--- src/rtl/receive.sv ---
// UART receiver for the SPART: oversampled 8N1 deserializer holding the last byte
// for the bus mux, with data-available, framing-error and overrun flags.
module receive #(
   parameter int OVERSAMPLE = 16
) (
   input  logic       clk,
   input  logic       rst,
   input  logic       brg_tick,
   input  logic       rxd,
   input  logic       iocs,
   input  logic       iorw,
   input  logic [1:0] ioaddr,
   output logic [7:0] rx_data,
   output logic       rda,
   output logic       frame_err,
   output logic       overrun
);

   localparam int CW = $clog2(OVERSAMPLE);
   localparam logic [CW-1:0] HALF_LAST = CW'(OVERSAMPLE / 2 - 1);
   localparam logic [CW-1:0] FULL_LAST = CW'(OVERSAMPLE - 1);

   typedef enum logic [2:0] {IDLE, START, DATA, STOP, BREAK} state_t;

   state_t        state_reg, state_next;
   logic [CW-1:0] sample_cnt_reg, sample_cnt_next;
   logic [3:0]    bit_cnt_reg, bit_cnt_next;
   logic [7:0]    shift_reg, shift_next;
   logic          rxd_meta, rxd_s;
   logic          done;
   logic          rd_strobe;

   assign rd_strobe = iocs & iorw & (ioaddr == 2'd0);

   always_ff @(posedge clk) begin
      if (rst) begin
         rxd_meta       <= 1'b1;
         rxd_s          <= 1'b1;
         state_reg      <= IDLE;
         sample_cnt_reg <= '0;
         bit_cnt_reg    <= '0;
         shift_reg      <= 8'hFF;
      end else begin
         rxd_meta       <= rxd;
         rxd_s          <= rxd_meta;
         state_reg      <= state_next;
         sample_cnt_reg <= sample_cnt_next;
         bit_cnt_reg    <= bit_cnt_next;
         shift_reg      <= shift_next;
      end
   end

   always_comb begin
      state_next      = state_reg;
      sample_cnt_next = sample_cnt_reg;
      bit_cnt_next    = bit_cnt_reg;
      shift_next      = shift_reg;
      done            = 1'b0;
      if (brg_tick) begin
         case (state_reg)
            IDLE: begin
               if (!rxd_s) begin
                  state_next      = START;
                  sample_cnt_next = '0;
               end
            end
            START: begin
               // Mid-start-bit recheck rejects short low glitches
               if (sample_cnt_reg == HALF_LAST) begin
                  if (!rxd_s) begin
                     state_next      = DATA;
                     sample_cnt_next = '0;
                     bit_cnt_next    = '0;
                  end else begin
                     state_next = IDLE;
                  end
               end else begin
                  sample_cnt_next = sample_cnt_reg + CW'(1);
               end
            end
            DATA: begin
               if (sample_cnt_reg == FULL_LAST) begin
                  shift_next      = {rxd_s, shift_reg[7:1]};
                  bit_cnt_next    = bit_cnt_reg + 4'd1;
                  sample_cnt_next = '0;
                  if (bit_cnt_reg == 4'd7) state_next = STOP;
               end else begin
                  sample_cnt_next = sample_cnt_reg + CW'(1);
               end
            end
            STOP: begin
               if (sample_cnt_reg == FULL_LAST) begin
                  done            = 1'b1;
                  sample_cnt_next = '0;
                  state_next      = rxd_s ? IDLE : BREAK;
               end else begin
                  sample_cnt_next = sample_cnt_reg + CW'(1);
               end
            end
            BREAK: begin
               // A held-low line must return high before a new start is accepted
               if (rxd_s) state_next = IDLE;
            end
            default: state_next = IDLE;
         endcase
      end
   end

   always_ff @(posedge clk) begin
      if (rst) begin
         rx_data   <= 8'h00;
         rda       <= 1'b0;
         frame_err <= 1'b0;
         overrun   <= 1'b0;
      end else begin
         // Frame completion takes priority over a coincident read
         if (done) begin
            rx_data   <= shift_reg;
            rda       <= 1'b1;
            frame_err <= ~rxd_s;
         end else if (rd_strobe) begin
            rda <= 1'b0;
         end
         if (rd_strobe)
            overrun <= 1'b0;
         else if (done && rda)
            overrun <= 1'b1;
      end
   end

endmodule

--- config.mk ---
export PLATFORM = sky130hd
export DESIGN_NAME = receive
export DESIGN_NICKNAME = d
export VERILOG_FILES = /design/src/rtl/receive.sv
export SDC_FILE = /design/constraint.sdc
export NUM_CORES = 1
export LEC_CHECK = 0
export ABC_AREA = 1
export ABC_CLOCK_PERIOD_IN_PS = 3700
export CAP_MARGIN = 20
export CELL_PAD_IN_SITES_DETAIL_PLACEMENT = 0
export CELL_PAD_IN_SITES_GLOBAL_PLACEMENT = 2
export CORE_ASPECT_RATIO = 2
export CORE_MARGIN = 8
export CORE_UTILIZATION = 32
export DETAILED_ROUTE_END_ITERATION = 10
export PLACE_DENSITY_LB_ADDON = 0.1
export REMOVE_ABC_BUFFERS = 1
export SYNTH_ARGS = -nofsm -noshare
export SYNTH_HDL_FRONTEND = slang
export SYNTH_SLANG_ARGS = --single-unit
--- constraint.sdc ---
create_clock -name clk -period 3.7 [get_ports clk]
set_clock_uncertainty 0.2 [all_clocks]
set_input_delay 0.74 -clock clk [delete_from_list [all_inputs] [get_ports clk]]
set_output_delay 0.74 -clock clk [all_outputs]
set_load 0.005 [all_outputs]
* Yosys cells after proc, flatten, opt, wreduce, memory -nomap -nowiden
Cells that the tools add are included.
** Cells by class
- Add/subtract/negate cells :: 2
- Equal/unequal tests :: 14
- Mux-type cells :: 22
- Bitwise operators :: 3
- Reduce and logical (&&, ||, !) cells :: 12
** Operators with widths (count)
- $mux W4 :: 6
- $mux W3 :: 7
- $pmux W3 S5 :: 1
- $ne A2 B2 Y1 const B :: 7
- $pmux W4 S3 :: 1
- $add A4 B1 Y4 const B :: 2
- $eq A4 B3 Y1 const B :: 2
- $pmux W4 S2 :: 1
- $reduce_and A7 Y1 :: 1
- $eq A3 B2 Y1 const B :: 2
- $mux W1 :: 5
- $reduce_and A5 Y1 :: 1
- $eq A4 B4 Y1 const B :: 1
- $reduce_bool A2 Y1 :: 2
- $reduce_or A2 Y1 :: 2
- $eq A3 B1 Y1 const B :: 1
- $eq A3 B3 Y1 const B :: 1
- $logic_not A3 Y1 :: 1
- $reduce_and A3 Y1 :: 1
- $reduce_bool A3 Y1 :: 1
- $and A1 B1 Y1 :: 2
- $logic_not A2 Y1 :: 1
- $mux W2 :: 1
- $reduce_and A2 Y1 :: 1
- other kinds (2) :: 2
** Word-level totals
- Flip-flop bits (word level) :: 32
- Input port bits :: 8
- Output and inout bits :: 11
- Word-level logic and storage cells :: 63

* Depth between registers and ports, before layout
Gate-level depths: netlist (run 1).
- Word-level depth :: 5
- Gate-level depth with buffers :: 10
- Depth with buffers taken out :: 10

* Worst setup path before layout (run 1)
Ideal clock, no wire load.
- Kind :: input to register
- Start :: input port brg_tick
- End :: register rx_data[0]
- Library setup time :: 113 ps
- Arrival time :: 1369 ps
- Data required time :: 3387 ps
- Slack :: 2018 ps
- Stages :: 6
- Buffers on the path :: 1
- Path through :: inv_1 -> nor2_2 -> nand2_1 -> buf_2 -> o21ai_1 -> nor2_1
** Between the ends
- Word-level cells in the longest chain between the ends :: 1
** RTL lines
- from (decl) :: line 8 : input logic brg_tick,
- $mux W1 :: line 59 : if (brg_tick) begin
- to (signal assigned) :: line 118 : rx_data <= shift_reg;
- to (decl) :: line 13 : output logic [7:0] rx_data,
Every way passes these cells.
A chain may end at the register's enable or synchronous reset.

* Final worst setup path (run 1)
- Start :: input port brg_tick
- End :: register frame_err
** Between the ends
- Word-level cells in the longest chain between the ends :: 1
** RTL lines
- $mux W1 :: line 59
- to (signal assigned) :: line 120 : frame_err <= ~rxd_s;
- to (decl) :: line 15 : output logic frame_err,
Every way passes these cells.

==> results.txt, run 1 <==
The category of the worst setup path capture point is a register. On the worst path, the slowest cell contributes a delay of slightly below 0.5 ns. The warning count from the yosys run came out at 0. The startpoint identified for the worst register-to-register timing path is sample_cnt_reg[0]$_SDFFE_PP0P_. The first-pass GRT wire length is approximately 7 mm.

The share of total power dissipated in combinational logic is 0.351. The number of diodes added for antenna fixing is 0. The combined buffer and inverter count along the critical path came out at 3. Yosys attributes the largest share of cell area to sky130_fd_sc_hd__dfxtp_1 (43%), sky130_fd_sc_hd__nand2_1 (12%), sky130_fd_sc_hd__nand3_1 (10%). On the critical path the largest part of the delay comes from buffers and inverters. STA puts the critical path data arrival time at about 2.3 ns. Summed over all nets, the switching power comes to between 0.4 and 0.5 mW. The placed wire-length estimate after detailed placement came out at between 3 and 4 mm. The worst pin sits at a relative slew slack of 0.5675. The total area of sequential cells is 640.6 sq um. Among all stages on the critical path, the largest delay is contributed by sky130_fd_sc_hd__clkdlybuf4s50_1.

After clock tree synthesis, the clock-pin slew on the worst setup and hold paths is approximately 0.070 ns. The min-delay analysis places its worst path in the category register to register. The routed wirelength normalized by instance count came out at ~14 um. Yosys mapped the design onto 26 distinct sky130hd cell types. The critical path goes through clkdlybuf4s50_1, inv_1, nor2_2, nand2_1, clkinv_2, nor2_1, a211oi_2. Of the total power, the clock network draws 0.255. The number of enable flip-flop cells after synthesis came out at 0. The H-tree was split into 2 levels. The library cell with the largest summed area after synthesis is sky130_fd_sc_hd__dfxtp_1. The share of total power dissipated in sequential elements is 0.394. Clock tree synthesis selected as its root buffer the cell sky130_fd_sc_hd__clkbuf_8.

The routability congestion estimate from global placement came out at between 0.7 and 0.8. The maximum vdd drop is roughly 380 uV. The post-layout net count is 247. The first-pass detailed-route iteration total came out at 4. The total routing usage reported by global routing is 0.1221. The post-synthesis register bit count is 32.

The final max-slew violation count was 0. The detailed-route wire length came out at 4.008 mm. The number of port buffers came out at 18. The multiplexer area fraction after synthesis came out at 0. The area of combinational cells with multiple inputs is ~770 sq um. The flow ran to the end, and the final reports show no timing, DRC or antenna violations. For the pin with the worst max-slew slack, the measured transition is between 0.6 and 0.7 ns. The leftover overflow at the end of global routing came out at 0.

The commonest cells after synthesis are sky130_fd_sc_hd__nand2_1 (48), sky130_fd_sc_hd__nor2_1 (35), sky130_fd_sc_hd__dfxtp_1 (32), sky130_fd_sc_hd__nand3_1 (30), sky130_fd_sc_hd__inv_1 (13). The filler cell count is approximately 500. The utilization of the core after routing came out at 0.4038. After synthesis, the largest family of logic cells by area is simple AND/OR/NAND/NOR gates.

The number of violations reported at the end of detailed-routing iteration 0 came out at 50. In the synthesized netlist the dominant register cell turns out to be sky130_fd_sc_hd__dfxtp_1. The internal power of the cells is 0.6479 mW. The core footprint came out at about 0.0046 sq mm.

At the later pin of the worst-skew pair, clock insertion delay measures roughly 0.28 ns. 19 I/O pins were placed. The setup violation total in the final timing report is 0. In the routed design, unresolved DRC markers number 0. The simple-gate share of the synthesized area is 0.3995.

The share of post-route cells with drive strength above 1 is 0.1387. The via count of the routed design came out at around 1400. The critical path class is input port to register. The die height came out at between 100 and 150 um. The top achievable clock speed came out at approximately 430 MHz. Setup repair after global routing left no endpoint under its margin.

The clock net sink count came out at 32. The fraction of post-synthesis cell area in the top cell type by area came out at 0.4252. The fraction of the mapped netlist area in compound gates came to 0.09136. The part of the Yosys area used for sequential elements is 0.4252.

The final critical-path setup slack is approximately 1.4 ns. The fraction of power spent switching nets came out at 0.4023. Tracing the worst setup path back leads to its startpoint at brg_tick.

The worst-path maximum fanout is 11. Yosys instantiated no cell more often than sky130_fd_sc_hd__nand2_1. The leakage power of the design is 0.7902 nW. The power density of the placed cells is 589.4 mW/mm^2. The clock tree from TritonCTS is yes. The routed via count divided by cell count came out at 4.771. The summed negative setup slack over all endpoints came out at 0 ns.

The average cell area after synthesis came out at ~7.0 sq um. The die outline width is roughly 65 um. The initial antenna violation count came to 0. The number of global-route vias before repair is about 1400. The synthesized netlist occupies a cell area of about 0.0015 sq mm.

The hold buffer count at CTS came out at 0. The full die area came out at about 0.0073 sq mm. The clock passes through at most 2 buffers. The pin count of the biggest net entering global routing came out at 24. Of the total synthesized cell area, the portion taken by XOR and XNOR cells is 0.005814.

Of the total synthesized cell area, the portion taken by full adders, half adders and majority gates is 0.01661. The placement row count is 35. The data required time at the worst endpoint is 3.66 ns. The startpoint of the most critical hold path is rxd_meta$_SDFF_PP1_. Across the run, the number of max-cap violations was 0. The shortest period the worst path allows is 2.346 ns. The worst setup path is launched from an input port.

The count of nets left with antenna violations after detail routing is 0. Of all flip-flops after synthesis, the portion carrying an async set or reset was 0. The clock buffer count from CTS is 5.

For this configuration, the core starts out at a cell density of 0.3308. Dividing the final minimum period by the clock period gives 0.6341. The area overhead of the layout relative to synthesis is 22.09%. The number of gates resized after cts is 0. Synthesis produced approximately 220 cells. The pre-CTS setup slack came out at about 1.0 ns. The buffer count from post-CTS setup fixing came out at 0. The count of final hold-check violations was 0.
-- power groups by stage --
stage | sequential, mW | combinational, mW | clock (mW)
finish | 0.427 | 0.381 | 0.277
global placement | 0.432 | 0.378 | 0
CTS | 0.426 | 0.382 | 0.288
global route | 0.434 | 0.444 | 0.304
detailed placement | 0.434 | 0.379 | 0
floorplan | 0.420 | 0.306 | 0
-- path summary, 6_finish.rpt --
check | endpoint | slack (ns) | cells after the start
min | rxd_s$_SDFF_PP1_ | 0.21 | 1
min reg2reg | rxd_s$_SDFF_PP1_ | 0.21 | 1
max reg2reg | frame_err$_SDFFE_PP0P_ | 1.66 | 7
max | frame_err$_SDFFE_PP0P_ | 1.35 | 7
-- layer usage --
layer / global-route usage / part of all wire / vias up
met5: 0 / 0 / -
met4: 0.06891 / 0.036 / 0
met3: 0.02572 / 0.020 / 9
met2: 0.2410 / 0.58 / 15
met1: 0.1054 / 0.36 / 636
li1: - / - / 738
-- final cells by class --
class | instances | area share
clock buffers | 6 | 0.04490
clock inverters | 2 | 0.005442
inverters | 20 | 0.04150
multi-input cells | 159 | 0.4204
flip-flops and latches | 32 | 0.3483
well taps | 55 | 0.03742
repair buffers | 19 | 0.1020
-- stage by stage --
step	hold WS [ns]	power [mW]	std cells	cell area [sq um]
2_1_floorplan	0.1895	0.7261	211	1490
3_3_place_gp	0.1948	0.8097	285	1747
3_5_place_dp	0.2003	0.8128	285	1747
4_1_cts	0.2173	1.096	293	1839
5_1_grt	0.2258	1.182	293	1839
6_report	0.2115	1.084	293	1839
-- logic make-up after synthesis --
| group | Yosys count |
|---|---|
| buffers and inverters | 24 |
| and+or+nand+nor | 132 |
| adders and majority gates | 2 |
| AOI/OAI and AO/OA | 24 |
| DFF | 32 |
| xor gates and xnor gates | 1 |
-- cell usage in the layout (no fill, tap or decap) --
cell,synthesis,routed
sky130_fd_sc_hd__xnor2_1,1,1
sky130_fd_sc_hd__inv_1,13,13
sky130_fd_sc_hd__ha_1,2,2
sky130_fd_sc_hd__o21ai_0,3,3
sky130_fd_sc_hd__nor3_1,1,1
sky130_fd_sc_hd__a211oi_2,1,1
sky130_fd_sc_hd__o21ai_2,1,1
sky130_fd_sc_hd__dfxtp_1,32,32
sky130_fd_sc_hd__clkdlybuf4s50_1,0,18
sky130_fd_sc_hd__a31o_2,1,1
sky130_fd_sc_hd__a21oi_1,6,6
sky130_fd_sc_hd__nor2_1,35,35
sky130_fd_sc_hd__clkbuf_8,0,6
sky130_fd_sc_hd__buf_4,0,1
sky130_fd_sc_hd__nor2_8,1,1
sky130_fd_sc_hd__o21ai_1,11,11
sky130_fd_sc_hd__nor2_2,5,5
sky130_fd_sc_hd__or2_2,2,2
sky130_fd_sc_hd__nand2_4,1,1
sky130_fd_sc_hd__nand3_2,1,1
sky130_fd_sc_hd__nand2_2,4,4
sky130_fd_sc_hd__inv_2,6,6
sky130_fd_sc_hd__o211ai_1,1,1
sky130_fd_sc_hd__nand4_1,4,4
sky130_fd_sc_hd__nand2_1,48,48
sky130_fd_sc_hd__nand3_1,30,30
sky130_fd_sc_hd__clkinv_2,1,3
No activity file was read; power rests on OpenSTA's default activity.
==> run 2: changes to the inputs <==
ABC_CLOCK_PERIOD_IN_PS = 2300   (was 3700)
CORE_UTILIZATION = 30   (was 32)
clock period = 2.3 ns   (was 3.7 ns; I/O delays follow)
==> run 2 against run 1 <==
Compared with the run above:
- global-route usage down 0.54 points
- utilization down 1.2 points
- worst hold slack worse by 0.0068 ns
- critical path depth unchanged
- sequential cell count unchanged
- design area up 3.6%
- sequential power up 61%
- combinational power up 67%
- sequential share of layout area down 1.2 points
- clock-buffer cell count up 1
- cell count up 2.0%
- critical path type is now register to register
- critical endpoint is now rx_data[0]$_SDFFE_PP0P_
==> results.txt, run 2 (synthesized netlist as in run 1, its figures left out) <==
The effective utilization at floorplan is 0.3097 (-0.02110). The initial antenna violation count is 0 (unchanged). The leakage power of the design is 0.8223 nW (+4.1%). The number of port buffers was 18 (unchanged). The share of post-route cells with drive strength above 1 came out at 0.1529 (+0.01424).

The clock latency on the worst-skew pair is 0.29 ns (about the same). The filler cell count is 529 (+7.3%). The clock group share of total power came to 0.314 (+0.059). The total routing usage reported by global routing is 0.1168 (-0.005368).

The pin count of the biggest net entering global routing came to 24 (unchanged). The number of violations reported at the end of detailed-routing iteration 0 was 65 (+30%). The area overhead of the layout relative to synthesis came out at 26.50%. The measured slew at the worst slew-check pin came out at 0.3359 ns (-0.3122 ns).

The tightest min-delay check is of the register to register type. The summed negative setup slack over all endpoints came out at 0 ns (unchanged). The area of combinational cells with multiple inputs is 773.2 sq um (unchanged).

The number of diodes added for antenna fixing came out at 0 (unchanged). The die height is 116.2 um (+2.8%). The switching power is 0.7450 mW (+71%). The library cell used most frequently in the layout, excluding fill and tap cells, is sky130_fd_sc_hd__nand2_1. The signal arrival time at the worst endpoint is 1.88 ns (-0.42 ns). The worst-path maximum fanout is 7 (-4).

The share of total power in combinational logic is 0.329 (-0.022). The shortest period the worst path allows came out at between 1.5 and 2 ns. The fraction of power spent switching nets came out at 0.3851 (-0.01719). The worst setup path is launched from a register. The full die area is 0.007682 sq mm (+5.4%). In the layout the commonest cells are sky130_fd_sc_hd__nand2_1 (48), sky130_fd_sc_hd__nor2_1 (35), sky130_fd_sc_hd__dfxtp_1 (32), sky130_fd_sc_hd__nand3_1 (30), sky130_fd_sc_hd__clkdlybuf4s50_1 (18). The clock net sink count was 32 (unchanged). The utilization of the core after routing is 0.3917 (-0.01213). The die outline width came to 66.11 um (+2.5%). The core footprint came out at 0.004865 sq mm (+6.8%). The placement row count is 36 (+2.9%). The count of boundary I/O pins came to 19 (unchanged). The leftover overflow at the end of global routing came out at 0 (unchanged). The final max-slew violation count was 0 (unchanged).

The count of maximum capacitance violations is 0 (unchanged). The placed wire-length estimate after detailed placement came out at 3.133 mm (-1.5%). The buffer count from post-CTS setup fixing came to 0 (unchanged). The flow ran to the end, and the final reports show no timing, DRC or antenna violations. The first-pass GRT wire length came out at 6.789 mm (-1.6%). The clock buffer count from CTS came out at 5 (unchanged). The number of global-route vias before repair came out at 1494 (+4.4%). The data required time at the worst endpoint is 2.28 ns (-1.38 ns).

The number of gates resized after cts came out at 0 (unchanged). The number of placed instances with taps included came to 291 (+2.1%). The maximum vdd drop came out at 402.8 uV (+5.2%). The count of final hold-check violations came to 0 (unchanged). The power density of the placed cells was 1015 mW/mm^2 (+72%). The detailed-route DRC error count is 0 (unchanged).

The hold buffer count at CTS came out at 0 (unchanged). The proportion of power drawn by flip-flops and latches is 0.356 (-0.038). The via count of the routed design came out at 1449 (+3.6%). The count of nets left with antenna violations after detail routing came out at 0 (unchanged). TritonCTS built the clock tree. The final hold slack is 0.2047 ns (-0.006784 ns).

The worst-case clock buffer depth came out at 2 (unchanged). The worst setup path is captured at a register. The final standard cell count with taps included and fillers excluded is 299 (+2.0%).

The clock-pin slew of the registers on the worst-case setup and hold paths is 0.07 ns (about the same). The detailed-route wire length came out at 4.086 mm (+1.9%). Clock tree synthesis selected as its root buffer the cell sky130_fd_sc_hd__clkbuf_8. Static timing analysis puts the maximum clock frequency at roughly 530 MHz. The first-pass detailed-route iteration total is 4 (unchanged).

The relative slew slack was 0.7758 (+0.2083). The routed wirelength normalized by instance count came to 13.67 um (about the same). Of the available clock period, the critical path in the final layout requires 0.8238.

The routed via count divided by cell count came out at 4.846 (+1.6%). The post-layout net count came to 251 (+1.6%). The number of H-tree levels was 2 (unchanged). The routability congestion estimate from global placement is 0.8327 (+10%). Setup repair after global routing left no endpoint under its margin.

The critical path is of the register to register type. The internal power of the cells is 1.190 mW (+84%). The setup violation total in the final timing report was 0 (unchanged). The total area of sequential cells came out at 640.6 sq um (unchanged).
run 2: worst paths after layout:
| check | start | end | slack (ns) | depth (start not counted) |
|---|---|---|---|---|
| max | sample_cnt_reg[0]$_SDFFE_PP0P_ | rx_data[0]$_SDFFE_PP0P_ | 0.41 | 7 |
| min | rxd_meta$_SDFF_PP1_ | rxd_s$_SDFF_PP1_ | 0.20 | 1 |
| max reg2reg | sample_cnt_reg[0]$_SDFFE_PP0P_ | rx_data[0]$_SDFFE_PP0P_ | 0.41 | 7 |
| min reg2reg | rxd_meta$_SDFF_PP1_ | rxd_s$_SDFF_PP1_ | 0.20 | 1 |
run 2: per-stage QoR:
step           instance area (sq um)  setup WS (ns)  power, mW
2_1_floorplan                   1490         0.6304      1.168
3_3_place_gp                    1779         0.2824      1.339
3_5_place_dp                    1779         0.2617      1.347
4_1_cts                         1906         0.3863      1.961
5_1_grt                         1906         0.2759      2.072
6_report                        1906         0.4052      1.935
run 2: routing by layer:
metal  vias to the layer above  GRT usage  share of wire
li1                        749          -              -
met1                       656     0.1010           0.37
met2                        26     0.2197           0.55
met3                        18    0.02882          0.039
met4                         0    0.08321          0.046
met5                         -          0              0
run 2: critical path, stage by stage (launching register included):
cell and delay (ns):
sky130_fd_sc_hd__dfxtp_1 0.39, sky130_fd_sc_hd__ha_1 0.24, sky130_fd_sc_hd__nand3_1 0.22, sky130_fd_sc_hd__nor2_2 0.18
sky130_fd_sc_hd__nand2_1 0.19, sky130_fd_sc_hd__buf_4 0.22, sky130_fd_sc_hd__o21ai_1 0.11, sky130_fd_sc_hd__nor2_1 0.05
run 2: power by group through the flow:
stage	logic, mW	clock network [mW]	registers (mW)
5_1_grt	0.734	0.646	0.691
3_3_place_gp	0.640	0	0.700
6_report	0.637	0.608	0.689
4_1_cts	0.649	0.624	0.688
2_1_floorplan	0.492	0	0.676
3_5_place_dp	0.646	0	0.701
run 2: final cells by class:
cell class,instances,share of cell area
multi-input cells,159,0.4058
flip-flops and latches,32,0.3362
repair buffers,23,0.1142
clock buffers,7,0.05056
inverters,20,0.04005
well taps,57,0.03743
clock inverters,1,0.01576
